==> src/rtl/adc_disp_pkg.sv <==
// Shared types and widths for the ADC averaging / decimal display path.
package adc_disp_pkg;

  localparam int unsigned ADC_DATA_W = 14;

  typedef enum logic {ACCUM, HOLD} avg_state_t;

  typedef logic [ADC_DATA_W-1:0] adc_code_t;

endpackage

==> src/rtl/hold_timer.sv <==
// Loadable down-counter; expired is high while the count sits at zero.
module hold_timer #(
  parameter int unsigned W = 23
) (
  input  logic         clk,
  input  logic         reset,
  input  logic         load,
  input  logic [W-1:0] load_val,
  output logic         expired
);

  logic [W-1:0] count;

  always_ff @(posedge clk) begin
    if (reset)               count <= '0;
    else if (load)           count <= load_val;
    else if (count != '0)    count <= count - W'(1);
  end

  assign expired = (count == '0);

endmodule

==> src/rtl/adc_avg_hold.sv <==
// Averages windows of 2^LOG2_N ADC samples and holds each result for HOLD_CYCLES.
// Optional AVG_PEAK_HOLD_EN adds peak_out, the max sample of the displayed window.
module adc_avg_hold
  import adc_disp_pkg::*;
#(
  parameter int unsigned DATA_W      = ADC_DATA_W,
  parameter int unsigned LOG2_N      = 4,
  parameter int unsigned HOLD_CYCLES = 5_000_000
) (
  input  logic              clk,
  input  logic              reset,
  input  logic [DATA_W-1:0] sample_in,
  input  logic              sample_valid,
  input  logic              freeze,
  output logic [DATA_W-1:0] avg_out,
  output logic              avg_valid,
  output logic              overrange
`ifdef AVG_PEAK_HOLD_EN
  ,
  output logic [DATA_W-1:0] peak_out
`endif
);

  localparam int unsigned ACC_W   = DATA_W + LOG2_N;
  localparam int unsigned TIMER_W = (HOLD_CYCLES > 1) ? $clog2(HOLD_CYCLES) : 1;

  avg_state_t        state_q, state_d;
  logic [ACC_W-1:0]  acc_q, acc_d, sum;
  logic [LOG2_N-1:0] cnt_q, cnt_d;
  logic              ovr_acc_q, ovr_acc_d;
  logic [DATA_W-1:0] avg_out_d;
  logic              overrange_d, avg_valid_d;
  logic              is_max, timer_load, timer_expired;

  assign sum    = acc_q + ACC_W'(sample_in);
  assign is_max = (sample_in == '1);

`ifdef AVG_PEAK_HOLD_EN
  logic [DATA_W-1:0] peak_acc_q, peak_acc_d, peak_out_d, peak_now;
  assign peak_now = (sample_in > peak_acc_q) ? sample_in : peak_acc_q;
`endif

  hold_timer #(.W(TIMER_W)) u_hold_timer (
    .clk      (clk),
    .reset    (reset),
    .load     (timer_load),
    .load_val (TIMER_W'(HOLD_CYCLES - 1)),
    .expired  (timer_expired)
  );

  always_ff @(posedge clk) begin
    if (reset) begin
      state_q   <= ACCUM;
      acc_q     <= '0;
      cnt_q     <= '0;
      ovr_acc_q <= 1'b0;
      avg_out   <= '0;
      avg_valid <= 1'b0;
      overrange <= 1'b0;
`ifdef AVG_PEAK_HOLD_EN
      peak_acc_q <= '0;
      peak_out   <= '0;
`endif
    end else begin
      state_q   <= state_d;
      acc_q     <= acc_d;
      cnt_q     <= cnt_d;
      ovr_acc_q <= ovr_acc_d;
      avg_out   <= avg_out_d;
      avg_valid <= avg_valid_d;
      overrange <= overrange_d;
`ifdef AVG_PEAK_HOLD_EN
      peak_acc_q <= peak_acc_d;
      peak_out   <= peak_out_d;
`endif
    end
  end

  // Window accumulation, completion publish (suppressed by freeze) and hold sequencing.
  always_comb begin
    state_d     = state_q;
    acc_d       = acc_q;
    cnt_d       = cnt_q;
    ovr_acc_d   = ovr_acc_q;
    avg_out_d   = avg_out;
    overrange_d = overrange;
    avg_valid_d = 1'b0;
    timer_load  = 1'b0;
`ifdef AVG_PEAK_HOLD_EN
    peak_acc_d  = peak_acc_q;
    peak_out_d  = peak_out;
`endif
    case (state_q)
      ACCUM: begin
        if (sample_valid) begin
          if (&cnt_q) begin
            acc_d      = '0;
            cnt_d      = '0;
            ovr_acc_d  = 1'b0;
            timer_load = 1'b1;
            state_d    = HOLD;
`ifdef AVG_PEAK_HOLD_EN
            peak_acc_d = '0;
`endif
            if (!freeze) begin
              avg_out_d   = DATA_W'(sum >> LOG2_N);
              overrange_d = ovr_acc_q | is_max;
              avg_valid_d = 1'b1;
`ifdef AVG_PEAK_HOLD_EN
              peak_out_d  = peak_now;
`endif
            end
          end else begin
            acc_d     = sum;
            cnt_d     = cnt_q + LOG2_N'(1);
            ovr_acc_d = ovr_acc_q | is_max;
`ifdef AVG_PEAK_HOLD_EN
            peak_acc_d = peak_now;
`endif
          end
        end
      end
      HOLD: begin
        if (timer_expired) state_d = ACCUM;
      end
      default: state_d = ACCUM;
    endcase
  end

endmodule
==> config.mk <==
export PLATFORM = sky130hd
export DESIGN_NAME = adc_avg_hold
export DESIGN_NICKNAME = d
export VERILOG_FILES = /design/src/rtl/adc_disp_pkg.sv /design/src/rtl/hold_timer.sv /design/src/rtl/adc_avg_hold.sv
export SDC_FILE = /design/constraint.sdc
export NUM_CORES = 1
export LEC_CHECK = 0
export BUFFER_PORTS_ARGS = -buffer_cell sky130_fd_sc_hd__buf_2
export CORE_ASPECT_RATIO = 0.75
export CORE_MARGIN = 5
export CORE_UTILIZATION = 62
export CTS_CLUSTER_SIZE = 20
export DETAILED_ROUTE_END_ITERATION = 8
export GPL_TIMING_DRIVEN = 0
export PLACE_DENSITY = 0.89
export SLEW_MARGIN = 20
export SYNTH_ARGS = -nofsm -noshare
export SYNTH_HDL_FRONTEND = slang
export SYNTH_SLANG_ARGS = --single-unit
==> constraint.sdc <==
create_clock -name clk -period 5.2 [get_ports clk]
set_input_delay 1.04 -clock clk [delete_from_list [all_inputs] [get_ports clk]]
set_output_delay 1.04 -clock clk [all_outputs]
set_load 0.03 [all_outputs]
==> out/metrics.csv <==
metric;value;unit
cts_buffers;9;
fin_nets;479;
num_antenna_cells;0;
die_x;94.9;um
synth_edf_count;0;
final_common_cell;dfxtp_1;
clk_path_buf_depth;2;
syn_nets;435;
synthesis.area;3350;sq um
drt-initial-drc-count;273;
firstDrtPassIters;5;
num_vias;3181;
drc;0;
rows;23;
ios;34;
coreArea;5300;sq um
ys_seq_elements;63;
grt_start_max_net_pins;11;
cts-root-buf;clkbuf_8;
vias_per_cell;6.08;
power_density;438;nW/um^2
cts_resized;0;
relSlewSlack;0.356;
hold_viol_final;0;
grt_pass1_vias;3048;
io_buffers;33;
min_period;3.28;ns
rsz0062_at_grt;false;
cpMaxStageDelayCell;a2111oi_2;
cp.arrival;3.52;ns
worst_path_largest_cell_delay;0.60;ns
h-tree-depth;3;
cp-end-kind;register;
gp_congestion;0.903;
critPathRequiredTime;5.45;ns
clkLatencyLatePin;0.34;ns
clk_pin_slew_worst_paths;0.07;ns
wl_per_cell;16.6;um
path_class;in2reg;
synthMuxAreaShare;0.00299;
synth_compound_area_frac;0.194;
initial_core_util;0.633;
layout_common_cells;63 x dfxtp_1, 48 x nor2_1, 36 x buf_2, 34 x a21oi_1, 31 x nand2_1;
synth_top_family_by_area;simple AND/OR/NAND/NOR gates;
critPathLaunchType;primary input;
grt_util_all_layers;0.267;
clkSinkCount;63;
fin_crit_sh;0.630;
yosysWarnings;0;
drive_above_1_share;0.134;
skew;0.00611;ns
nFillCells;431;
ir_worst_vdd;0.271;mV
drt_wl_total;8660;um
outcome;completed;
drv_slew;0;
die-height;73.7;um
cp_max_fo;4;
maxCapViolations;0;
synthSimpleGateAreaFrac;0.252;
grt_overflow_total;0;
dieArea;6990;sq um
synth_fa_ha_area_frac;0.0695;
cts_setup_buffers;0;
cts_hold_buf;0;
syn_inst;399;
p_leak;1.54;nW
synth_flop_cell;dfxtp_1;
avgSynthCellArea;8.39;sq um
cts_tree;done;
synth_xor_area_frac;0.0732;
grt_first_pass_wirelength;14300;um
path_cells;buf_2 > ha_1 > inv_1 > fa_1 > nand2b_1 > a2111oi_2 > o311ai_1 > and2_1 > or4_1 > o311ai_0;
areaGrowthSynthToFinish;13.0;%
ys_seq_area_frac;0.377;
fin_tns_setup;0;ns
max_freq;0.305;GHz
async_flop_share;0;
hp-class;reg2reg;
ys_types;61;
dp_hpwl;6450;um
setup_viol_count_final;0;
ant_nets;0;
power;1.66;mW
hold_ws;0.462;ns
antenna_found_initial;0;
tightest_slew;0.958;ns
[routing by layer]
metal,up-vias,wire (um),part of all wire,global-route usage
met5,-,0,0,0
met4,0,137,0.016,0.0960
met3,18,647,0.075,0.0778
met2,128,3850,0.44,0.413
met1,1503,4030,0.47,0.357
li1,1532,-,-,-
[critical path: cells and delay by family]
family | cells | cell delay [ns]
simple gates | 3 | 0.83
compound gates | 3 | 0.93
buf+inv | 2 | 0.15
fa+ha+maj | 2 | 0.55
[cell type report]
type                       count  area (sq um)  area share
clock buffer                  13           159      0.0420
buffer                        17          68.8      0.0182
inverter                      10          37.5     0.00992
sequential                    63          1260       0.333
timing repair buffer          33           165      0.0436
clock inverter                 3          17.5     0.00463
multi-input combinational    309          1980       0.524
tap                           75          93.8      0.0248
[power by group]
group / total [mW] / switching [mW] / internal [mW]
clock: 0.382 / 0.185 / 0.198
combinational: 0.644 / 0.376 / 0.268
sequential: 0.633 / 0.0727 / 0.561
total: 1.66 / 0.633 / 1.03
[cell families (layout without fill, tap and decap cells)]
group | Yosys count | count (layout)
compound gates | 99 | 99
flops | 63 | 63
mux | 1 | 1
simple gates | 163 | 163
fa+ha+maj | 18 | 18
xor+xnor | 28 | 28
buf+inv | 27 | 76
[registers in the layout, indices dropped and copies added (netlist names)]
register and count:
avg_out 14, u_hold_timer.count 23, avg_valid 1, acc_q 18
overrange 1, state_q 1, ovr_acc_q 1, cnt_q 4
[final timing paths]
check	startpoint	endpoint	slack, ns	depth (start not counted)
worst max register to register	acc_q[0]	avg_out[10]	2.38	9
worst max-delay path	sample_in[0]	avg_out[10]	1.92	10
worst min-delay path	avg_out[8]	avg_out[8]	0.46	2
worst min register to register	avg_out[8]	avg_out[8]	0.46	2
[cell usage after synthesis, drive strengths merged (3+ instances only)]
| master | count | share of area |
|---|---|---|
| xor2 | 14 | 0.037 |
| and2 | 3 | 0.0056 |
| nand2b | 9 | 0.017 |
| o21ai | 17 | 0.025 |
| xnor2 | 14 | 0.037 |
| a22oi | 4 | 0.0090 |
| inv | 10 | 0.011 |
| a31oi | 6 | 0.011 |
| nand3b | 6 | 0.013 |
| nand2 | 31 | 0.035 |
| dfxtp | 63 | 0.38 |
| or3 | 9 | 0.017 |
| o31ai | 4 | 0.0090 |
| ha | 17 | 0.064 |
| nor2 | 48 | 0.054 |
| clkbuf | 12 | 0.014 |
| a22o | 3 | 0.0078 |
| a21oi | 34 | 0.051 |
| nor3 | 13 | 0.023 |
| nand3 | 10 | 0.015 |
| a211oi | 7 | 0.016 |
| a21o | 3 | 0.0067 |
| nor4 | 4 | 0.0075 |
| nand4 | 9 | 0.017 |
| nor3b | 9 | 0.020 |
| a32o | 3 | 0.0090 |
| buf | 5 | 0.0067 |
[metrics by stage]
| stage | cell area (sq um) | std cells | utilization | setup slack [ns] |
|---|---|---|---|---|
| after floorplan | 3350 | 399 | - | 2.06 |
| after global placement | 3610 | 507 | 0.681 | 1.63 |
| after detailed placement | 3610 | 507 | 0.681 | 1.62 |
| after CTS | 3780 | 523 | 0.715 | 1.98 |
| after global routing | 3780 | 523 | 0.715 | 1.79 |
| final | 3780 | 523 | 0.715 | 1.92 |
No activity file was read; power rests on OpenSTA's default activity.
